**src/rtl/cic_mc_pkg.sv**
```systemverilog
// Shared types and width helpers for the multi-channel CIC decimator.
package cic_mc_pkg;

   localparam int unsigned CIC_C_DEF  = 4;
   localparam int unsigned CIC_CH_W   = $clog2(CIC_C_DEF);

   // Channel index for the default channel count.
   typedef logic [CIC_CH_W-1:0] cic_ch_t;

   // Internal datapath width: input width plus worst-case CIC bit growth.
   function automatic int unsigned cic_dw(input int unsigned w,
                                          input int unsigned n,
                                          input int unsigned r,
                                          input int unsigned m);
      return w + n * $clog2(r * m);
   endfunction

endpackage

```
**src/rtl/cic_mc_stage_mem.sv**
```systemverilog
// Per-channel bank of DEPTH words with a combinational read and a
// same-cycle write-back, so one channel can be updated every cycle.
module cic_mc_stage_mem #(
   parameter int unsigned DW    = 18,
   parameter int unsigned DEPTH = 2,
   parameter int unsigned C     = 4,
   parameter int unsigned CW    = 2
) (
   input  logic                         clk,
   input  logic                         i_clr,
   input  logic                         i_wr_en,
   input  logic [CW-1:0]                i_ch,
   input  logic [DEPTH-1:0][DW-1:0]     i_wr_data,
   output logic [DEPTH-1:0][DW-1:0]     o_rd_data_c
);

   logic [DEPTH-1:0][DW-1:0] r_mem [C];

   assign o_rd_data_c = r_mem[i_ch];

   // Clear has priority over the write so a clear cycle leaves every channel at zero.
   always_ff @(posedge clk) begin
      if (i_clr) begin
         for (int unsigned c = 0; c < C; c++) begin
            r_mem[c] <= '0;
         end
      end else if (i_wr_en) begin
         r_mem[i_ch] <= i_wr_data;
      end
   end

endmodule

```
**src/rtl/cic_decimator_mc.sv**
```systemverilog
// Time-multiplexed C-channel CIC decimator with runtime ratio and gain.
// Stage 1 integrates and counts, stage 2 runs the combs, stage 3 scales.
module cic_decimator_mc import cic_mc_pkg::*; #(
   parameter int unsigned W    = 10,
   parameter int unsigned N    = 2,
   parameter int unsigned M    = 1,
   parameter int unsigned RMAX = 16,
   parameter int unsigned C    = 4
) (
   input  logic                                   clk,
   input  logic                                   rst,
   input  logic                                   cfg_valid,
   input  logic [$clog2(RMAX+1)-1:0]              cfg_ratio,
   input  logic [cic_dw(W, N, RMAX, M)-1:0]       cfg_attn,
   input  logic                                   in_valid,
   input  logic [$clog2(C)-1:0]                   in_ch,
   input  logic [W-1:0]                           in_data,
   output logic                                   out_valid,
   output logic [$clog2(C)-1:0]                   out_ch,
   output logic [W-1:0]                           out_data
);

   localparam int unsigned DW = cic_dw(W, N, RMAX, M);
   localparam int unsigned RW = $clog2(RMAX + 1);
   localparam int unsigned CW = $clog2(C);
   localparam int unsigned NW = (RMAX > 1) ? $clog2(RMAX) : 1;
   localparam int unsigned PW = 2 * DW + 1;

   // Configuration
   logic [RW-1:0]             r_ratio;
   logic [DW-1:0]             r_attn;
   logic [RW-1:0]             w_ratio_cl;
   logic                      w_clr;

   // Stage 1
   logic                      w_ch_ok;
   logic                      w_acc;
   logic [DW-1:0]             w_x;
   logic [N-1:0][DW-1:0]      w_int_rd;
   logic [N-1:0][DW-1:0]      w_int_wr;
   logic [NW-1:0]             r_cnt [C];
   logic [NW-1:0]             w_cnt;
   logic                      w_last;
   logic                      r_ev_valid;
   logic [CW-1:0]             r_ev_ch;
   logic [DW-1:0]             r_ev_data;

   // Stage 2
   logic [N*M-1:0][DW-1:0]    w_dly_rd;
   logic [N*M-1:0][DW-1:0]    w_dly_wr;
   logic [N:0][DW-1:0]        w_y;
   logic                      r_y_valid;
   logic [CW-1:0]             r_y_ch;
   logic [DW-1:0]             r_y_data;

   // Stage 3
   logic signed [PW-1:0]      w_ya;
   logic signed [PW-1:0]      w_aa;
   logic signed [PW-1:0]      w_prod;
   logic                      w_unused_prod;

   assign w_clr = rst | cfg_valid;

   // Clamp the requested ratio into 1..RMAX.
   always_comb begin
      w_ratio_cl = cfg_ratio;
      if (cfg_ratio == '0) begin
         w_ratio_cl = RW'(1);
      end else if (cfg_ratio > RW'(RMAX)) begin
         w_ratio_cl = RW'(RMAX);
      end
   end

   // Ratio and gain registers; reset restores unity ratio and unity gain.
   always_ff @(posedge clk) begin
      if (rst) begin
         r_ratio <= RW'(1);
         r_attn  <= {1'b1, {(DW-1){1'b0}}};
      end else if (cfg_valid) begin
         r_ratio <= w_ratio_cl;
         r_attn  <= cfg_attn;
      end
   end

   generate
      if (C == (1 << CW)) begin : g_ch_pow2
         assign w_ch_ok = 1'b1;
      end else begin : g_ch_npow2
         assign w_ch_ok = (32'(in_ch) < C);
      end
   endgenerate

   // A sample coinciding with a configuration write is dropped.
   assign w_acc  = in_valid & w_ch_ok & ~cfg_valid;
   assign w_x    = {{(DW-W){in_data[W-1]}}, in_data};
   assign w_cnt  = r_cnt[in_ch];
   assign w_last = (RW'(w_cnt) == (r_ratio - RW'(1)));

   // Integrator chain: each stage adds the previous stage's old value, wrapping mod 2^DW.
   always_comb begin
      w_int_wr    = w_int_rd;
      w_int_wr[0] = w_int_rd[0] + w_x;
      for (int unsigned k = 1; k < N; k++) begin
         w_int_wr[k] = w_int_rd[k] + w_int_rd[k-1];
      end
   end

   cic_mc_stage_mem #(
      .DW    (DW),
      .DEPTH (N),
      .C     (C),
      .CW    (CW)
   ) u_int_mem (
      .clk         (clk),
      .i_clr       (w_clr),
      .i_wr_en     (w_acc),
      .i_ch        (in_ch),
      .i_wr_data   (w_int_wr),
      .o_rd_data_c (w_int_rd)
   );

   // Per-channel decimation counters.
   always_ff @(posedge clk) begin
      if (w_clr) begin
         for (int unsigned c = 0; c < C; c++) begin
            r_cnt[c] <= '0;
         end
      end else if (w_acc) begin
         r_cnt[in_ch] <= w_last ? '0 : (w_cnt + NW'(1));
      end
   end

   // Register a decimation event carrying the newest last-integrator value.
   always_ff @(posedge clk) begin
      if (w_clr) begin
         r_ev_valid <= 1'b0;
         r_ev_ch    <= '0;
         r_ev_data  <= '0;
      end else begin
         r_ev_valid <= w_acc & w_last;
         if (w_acc) begin
            r_ev_ch   <= in_ch;
            r_ev_data <= w_int_wr[N-1];
         end
      end
   end

   // Comb chain: subtract the M-delayed input of each stage, and shift the delay lines.
   always_comb begin
      w_y      = '0;
      w_dly_wr = w_dly_rd;
      w_y[0]   = r_ev_data;
      for (int unsigned k = 0; k < N; k++) begin
         w_y[k+1]        = w_y[k] - w_dly_rd[k*M + M - 1];
         w_dly_wr[k*M]   = w_y[k];
         for (int unsigned m = 1; m < M; m++) begin
            w_dly_wr[k*M + m] = w_dly_rd[k*M + m - 1];
         end
      end
   end

   cic_mc_stage_mem #(
      .DW    (DW),
      .DEPTH (N*M),
      .C     (C),
      .CW    (CW)
   ) u_dly_mem (
      .clk         (clk),
      .i_clr       (w_clr),
      .i_wr_en     (r_ev_valid),
      .i_ch        (r_ev_ch),
      .i_wr_data   (w_dly_wr),
      .o_rd_data_c (w_dly_rd)
   );

   // Register the comb output and its channel tag.
   always_ff @(posedge clk) begin
      if (w_clr) begin
         r_y_valid <= 1'b0;
         r_y_ch    <= '0;
         r_y_data  <= '0;
      end else begin
         r_y_valid <= r_ev_valid;
         if (r_ev_valid) begin
            r_y_ch   <= r_ev_ch;
            r_y_data <= w_y[N];
         end
      end
   end

   // Signed comb output times unsigned Q1.(DW-1) gain; bit slice equals a floor shift.
   assign w_ya          = {{(PW-DW){r_y_data[DW-1]}}, r_y_data};
   assign w_aa          = {{(PW-DW){1'b0}}, r_attn};
   assign w_prod        = w_ya * w_aa;
   assign w_unused_prod = ^{w_prod[PW-1:DW-1+W], w_prod[DW-2:0]};

   // Output register: reset clears everything, configuration only kills the strobe.
   always_ff @(posedge clk) begin
      if (rst) begin
         out_valid <= 1'b0;
         out_ch    <= '0;
         out_data  <= '0;
      end else if (cfg_valid) begin
         out_valid <= 1'b0;
      end else begin
         out_valid <= r_y_valid;
         if (r_y_valid) begin
            out_ch   <= r_y_ch;
            out_data <= w_prod[DW-1 +: W];
         end
      end
   end

endmodule

```
**config.mk**
```make
export PLATFORM = sky130hd
export DESIGN_NAME = cic_decimator_mc
export DESIGN_NICKNAME = d
export VERILOG_FILES = /design/src/rtl/cic_mc_pkg.sv /design/src/rtl/cic_mc_stage_mem.sv /design/src/rtl/cic_decimator_mc.sv
export SDC_FILE = /design/constraint.sdc
export NUM_CORES = 1
export LEC_CHECK = 0
export ABC_AREA = 1
export CELL_PAD_IN_SITES_DETAIL_PLACEMENT = 2
export CELL_PAD_IN_SITES_GLOBAL_PLACEMENT = 2
export CORE_AREA = 5 5 287 289
export CTS_CLUSTER_SIZE = 14
export DETAILED_ROUTE_END_ITERATION = 6
export DIE_AREA = 0 0 292 294
export PLACE_DENSITY = 0.82
export SETUP_SLACK_MARGIN = 0.02
export SKIP_LAST_GASP = 1
export SLEW_MARGIN = 25
export SYNTH_ARGS = -nofsm -noshare
export SYNTH_HDL_FRONTEND = slang
export SYNTH_HIERARCHICAL = 1
export SYNTH_SLANG_ARGS = --single-unit
```
**constraint.sdc**
```tcl
create_clock -name clk -period 5.8 [get_ports clk]
set_input_delay 0.58 -clock clk [delete_from_list [all_inputs] [get_ports clk]]
set_output_delay 0.58 -clock clk [all_outputs]
set_load 0.03 [all_outputs]
```
==> results.cfg, run 1 <==
[floorplanning]
rows = 104
core_area_um2 = 79600
die_w_um = 292
initial_core_util = 0.387
num_io_pins = 52
die_area_um2 = 85800
die_h_um = 294

[synthesis]
synth-main-ff-cell = edfxtp_1
synth_nets = 4362
synth_area_leaders = edfxtp_1 (30%), fa_1 (15%), inv_1 (12%)
ys_seq_elements = 382
synth-seq-area-share = 0.347
synth_warnings = 6
synth_top_area_share = 0.297
async_flop_share = 0
yosys.area.top_type = edfxtp_1
syn_area_um2 = 30800
synth_cell_types = 52
synth_edf_count = 304
postSynthAreaPerCell_um2 = 7.81
synthCells = 3944

[status]
status = finished clean

[finish]
seq_area_um2 = 10800
syn2layout_area_growth_pct = 11.6
layout-drive-gt1-share = 0.0722
final_cells = 5090
fill_cells = 9063
layout.nets = 4408
multiInputGateArea_um2 = 15600

[sta]
setup_viol = 0
tightest_slew_ns = 1.01
hold_viol = 0
fmax_mhz = 176
clock_skew_ns = 0.0180
timing.final.crit_share = 0.980
rsz0062_at_grt = true
maxSlewViolCount = 0
fin_crit_ns = 5.69
max-slew-margin-rel = 0.326

[pwr]
clkPwrFrac = 0.367
comb_power_share = 0.236
p_switching_mw = 2.71
p_sw_frac = 0.342
ir_worst_vdd_v = 0.000260
intPower_mw = 5.23
seq_power_share = 0.397
powerDensity_nw_per_um2 = 231
p_leak_nw = 17.7
finalPower_mw = 7.94

[routing]
dr.first_iter.drc_count = 1316
wl_per_cell_um = 22.3
wirelength_um = 113000
num_vias = 26000
post-route-drc-count = 0
wl_met3_um = 5050
via_per_inst = 5.10
top_signal_layer_used = met4
met2_length_um = 57300
drt-pass1-iter-count = 5
met1_length_um = 47000
antenna_left = 0

[cts]
clkTransAtPathRegs_ns = 0.06
cts_max_level = 2
cts_inserted_buffers = 47
cts_root_buffer = clkbuf_16
cts_sinks = 382
clockBufferDepth = 3
cts_tree = yes
clk_latency_ns = 0.61
hold_buffers = 0

[flow_run]
cap_violations = 0

[worst_setup_path]
startpoint_type = flop
endpoint_kind = flop
path_max_fanout = 10
required_ns = 6.30
cp.arrival_ns = 6.18
path_class = reg2reg

[global_routing]
grt_pass1_wl_um = 174000
grt_overflow_total = 0
track_usage = 0.259
grt_pass1_vias = 30000
antenna_found_initial = 3
grt_max_degree = 49

[place]
dp_hpwl_um = 81900
place.gp.congestion = 0.872
port_buffers = 51
place_inst = 4998

[min_path]
hold_class = reg2reg
[path summary, 6_finish.rpt]
path                 from  slack [ns]  cells after the start           to
max          r_y_data[17]        0.11                     20  out_data[9]
min             r_y_valid        0.47                      2    out_valid
max reg2reg  r_y_data[17]        0.11                     20  out_data[9]
min reg2reg     r_y_valid        0.47                      2    out_valid
[cell usage in the layout (no fill, tap or decap), drive strengths merged]
master,instances
ha,153
o21a,1
edfxtp,304
a32o,1
a21boi,3
buf,111
a211o,1
a31oi,6
nand4,16
clkinvlp,6
a21oi,96
diode,2
xor2,46
dfxtp,78
nor4,6
o31ai,6
nand3,243
nand2,941
and2,4
clkinv,16
a211oi,1
xnor2,19
nand3b,1
a21o,13
clkbuf,65
a22o,6
and3,1
nor3,87
o211ai,7
or2,8
o21bai,5
fa,226
a221oi,1
a31o,1
clkdlybuf4s50,49
o21ai,97
nor2,399
inv,1004
[timing repair]
action / 4_1_cts / 5_1_grt
gates resized for setup: 17 / 42
pin swaps: 0 / 4
setup buffers: 0 / 3
setup endpoints to repair: 9 / 10
[through the flow]
step	hold WS [ns]	setup slack, ns	setup TNS (ns)	instance area [µm²]	util
after floorplan	0.417	0.480	0	30800	-
after global placement	0.435	0.116	0	32700	0.410
after detailed placement	0.452	-0.129	-0.218	32700	0.410
after CTS	0.473	0.0215	0	34200	0.429
after global routing	0.485	-0.0789	-0.280	34400	0.431
final	0.474	0.115	0	34400	0.431
[critical path: stages, from the launching register on]
cell	delay, ns
dfxtp_2	0.35
inv_1	0.08
buf_4	0.21
or2_2	0.30
fa_1	0.45
fa_1	0.50
inv_1	0.06
fa_2	0.60
fa_1	0.45
fa_1	0.53
fa_1	0.44
ha_1	0.35
a21oi_1	0.34
nand3_1	0.18
nand2_1	0.13
nand3_2	0.15
buf_4	0.17
nand3_1	0.07
nand3_1	0.08
nand2_1	0.07
inv_1	0.04
[Yosys cell counts (all sizes together), types with 6 or more instances]
library cell  number
ha               153
inv             1004
edfxtp           304
nand2            941
o21ai             97
a22o               6
or2                8
a21o              13
a21oi             96
nor3              87
nand3            243
o211ai             7
clkbuf            52
a31oi              6
dfxtp             78
xnor2             19
o31ai              6
nand4             16
nor4               6
buf              111
xor2              46
fa               226
nor2             399
[cells by family (layout without fill, tap and decap cells)]
family / count (synthesis) / in the layout / synth area share
buf+inv: 1167 / 1251 / 0.151
simple gates: 1706 / 1706 / 0.230
xor+xnor: 65 / 65 / 0.0185
compound gates: 245 / 245 / 0.0444
flops: 382 / 382 / 0.347
other cells: 0 / 2 / 0
fa+ha+maj: 379 / 379 / 0.209
[state kept, by name, indices dropped and copies added (netlist names)]
| signal | count |
|---|---|
| u_dly_mem/r_mem | 144 |
| u_int_mem/r_mem | 144 |
| r_attn | 18 |
| r_ev_data | 18 |
| r_y_data | 18 |
| r_cnt | 16 |
| out_data | 10 |
| r_ratio | 5 |
| out_ch | 2 |
| r_ev_ch | 2 |
| r_y_ch | 2 |
| out_valid | 1 |
| r_ev_valid | 1 |
| r_y_valid | 1 |
[layout make-up]
class	instances	share of cell area
diodes	2	0.000146
clock buffers	65	0.0386
clock inverters	22	0.00524
inverters	1004	0.110
multi-input cells	2395	0.453
flip-flops and latches	382	0.313
well taps	1060	0.0386
repair buffers	160	0.0412
[power by group through the flow]
| stage | Sequential [mW] | Clock [mW] | Combinational [mW] |
|---|---|---|---|
| 6_report | 3.16 | 2.91 | 1.87 |
| 5_1_grt | 3.17 | 3.08 | 2.05 |
| 4_1_cts | 3.16 | 2.98 | 1.87 |
| 3_5_place_dp | 3.21 | 0 | 1.83 |
| 3_3_place_gp | 3.20 | 0 | 1.76 |
| 2_1_floorplan | 3.17 | 0 | 1.20 |
[routing by layer]
| layer | up-vias | global-route usage |
|---|---|---|
| li1 | 12000 | - |
| met5 | - | 0 |
| met3 | 212 | 0.0437 |
| met2 | 491 | 0.471 |
| met4 | 0 | 0.0804 |
| met1 | 13300 | 0.314 |
(Power assumes the default switching activity.)
==> run 2: changes to the inputs <==
- SETUP_SLACK_MARGIN: 0.02 -> 0.4
==> run 2 against run 1 <==
- critical path depth increased by 3
- maximum frequency down 6.0%
- clock power increased by 3%
- sequential share of layout area down 0.67 points
- total power rose by 2.8%
- first-iteration DRC count grew 59%
- the flow now finishes with violations (negative setup slack)
- largest cell class unchanged
- non-clock buffer count rose by 43
- register-to-register slack got worse by 0.36 ns
- highest routed layer unchanged
- global-route usage rose by 1.4 points
==> results.cfg, run 2 (synthesis results as in run 1) <==
[status]
status = finished, violations left
violations = negative setup slack

[global_routing]
antenna_found_initial = 2
grt_overflow_total = 0
grt_pass1_vias = 30800
grt_max_degree = 49
track_usage = 0.273
grt_pass1_wl_um = 183000

[finish]
layout-drive-gt1-share = 0.105
fill_cells = 8969
top_regs = u_dly_mem/r_mem (144), u_int_mem/r_mem (144)
syn2layout_area_growth_pct = 14.4
final_common_cell = inv_1
layout.nets = 4451
layout_common_cells = inv_1 (969), nand2_1 (904), nor2_1 (378)
postLayoutCellArea_um2 = 35200
final_cells = 5132

[sta]
hold_viol = 0
clock_skew_ns = 0.0527
maxSlewViolCount = 0
tightest_slew_ns = 1.19
setup_viol = 5
fmax_mhz = 165
timing.final.crit_share = 1.04
fin_crit_ns = 6.05
setup_slack_ns = -0.245
setup-tns-final_ns = -0.580
rsz0062_at_grt = true
max-slew-margin-rel = 0.200

[worst_setup_path]
cp-endpoint = out_data[7]
required_ns = 6.32
path_max_fanout = 6
r2r-start = r_attn[9]
cp.arrival_ns = 6.57
slowest_delay_ns = 0.60
r2r_setup_slack_ns = -0.25
path_cells = buf_12, buf_4, nand2_1, inv_1, fa_1, fa_1, ha_1, fa_1, inv_1, fa_1, inv_1, fa_1, ha_1, nand2_1, inv_1, nand2_1, a21boi_0, o31ai_2, nand3_1, nand2_1, nand3_2, nand2_1, inv_1
rr_worst_depth = 23
path_class = reg2reg
startpoint_type = flop
endpoint_kind = flop
startpoint = r_attn[9]
crit_slowest_cell = fa_1
r2r-end = out_data[7]

[pwr]
powerDensity_nw_per_um2 = 232
intPower_mw = 5.25
p_sw_frac = 0.357
ir_worst_vdd_v = 0.000260
p_switching_mw = 2.92
seq_power_share = 0.387
comb_power_share = 0.246
p_leak_nw = 18.0
clkPwrFrac = 0.367

[place]
place_area_um2 = 32700
place.gp.congestion = 0.872
dp_hpwl_um = 81900
place_inst = 4998
place_ws_ns = -0.129
port_buffers = 51

[routing]
antenna_left = 0
post-route-drc-count = 0
via_per_inst = 5.47
num_vias = 28100
drt-pass1-iter-count = 5
wl_per_cell_um = 27.2
dr.first_iter.drc_count = 2098
wirelength_um = 139000

[cts]
cts_inserted_buffers = 47
clk_latency_ns = 0.65
hold_buffers = 0
cts_root_buffer = clkbuf_16
cts_tree = yes
clockBufferDepth = 3
cts_sinks = 382
clkTransAtPathRegs_ns = 0.08
cts_max_level = 2

[floorplanning]
num_io_pins = 52
die_w_um = 292
core_area_um2 = 79600
die_area_um2 = 85800
initial_core_util = 0.387
rows = 104
die_h_um = 294

[flow_run]
cap_violations = 0

[min_path]
hold_class = reg2reg
min_from = r_y_valid
run 2: changes by cell type in the layout (fill, tap and decap cells not counted), sizes merged:
cell    before  now
clkbuf      65   66
buf        111  153
diode        2    1
run 2: worst min-delay path by stage:
stage                end  cells past startpoint
3_5_place_dp   out_valid                      2
2_1_floorplan  out_valid                      2
6_report       out_valid                      2
3_3_place_gp   out_valid                      2
5_1_grt        out_valid                      2
4_1_cts        out_valid                      2
run 2: layer usage:
| metal | up-vias | track usage | wire length, µm |
|---|---|---|---|
| met3 | 493 | 0.0354 | 7450 |
| met4 | 0 | 0.0979 | 9100 |
| li1 | 12000 | - | - |
| met2 | 1144 | 0.500 | 69700 |
| met1 | 14400 | 0.330 | 53200 |
| met5 | - | 0 | 0 |
run 2: worst max-delay path: cells and delay by family, from the launching register on:
family	cells	cell delay, ns
adder cells (fa/ha/maj)	7	3.33
AND/OR/NAND/NOR	7	0.87
buffers and inverters	7	0.66
AO/OA/AOI/OAI	2	0.62
flip-flops	1	0.40
run 2: power by group through the flow:
stage	clock network, mW	logic (mW)	registers, mW
2_1_floorplan	0	1.20	3.17
3_3_place_gp	0	1.76	3.20
3_5_place_dp	0	1.83	3.21
4_1_cts	2.98	1.88	3.15
5_1_grt	3.14	2.15	3.16
6_report	3.00	2.01	3.16
run 2: cell type report:
cell class / count / area (µm²) / area share
diodes: 1 / 2.50 / 0.0000710
clock buffers: 65 / 1330 / 0.0377
clock inverters: 22 / 180 / 0.00512
inverters: 1004 / 3770 / 0.107
multi-input cells: 2395 / 16000 / 0.453
flip-flops and latches: 382 / 10800 / 0.306
well taps: 1060 / 1330 / 0.0377
repair buffers: 203 / 1860 / 0.0529
run 2: per-stage QoR:
step	hold slack, ns	power [mW]	utilization
after global routing	0.474	8.45	0.442
after floorplan	0.417	4.37	-
after CTS	0.473	8.01	0.435
after global placement	0.435	4.96	0.410
after detailed placement	0.452	5.04	0.410
final	0.462	8.17	0.442
run 2: what timing repair did:
item / in CTS / in global routing
pin swaps: 19 / 58
endpoints found under the setup margin: 10 / 11
gates resized for setup: 96 / 114
gates cloned: 0 / 0
setup buffers: 23 / 23
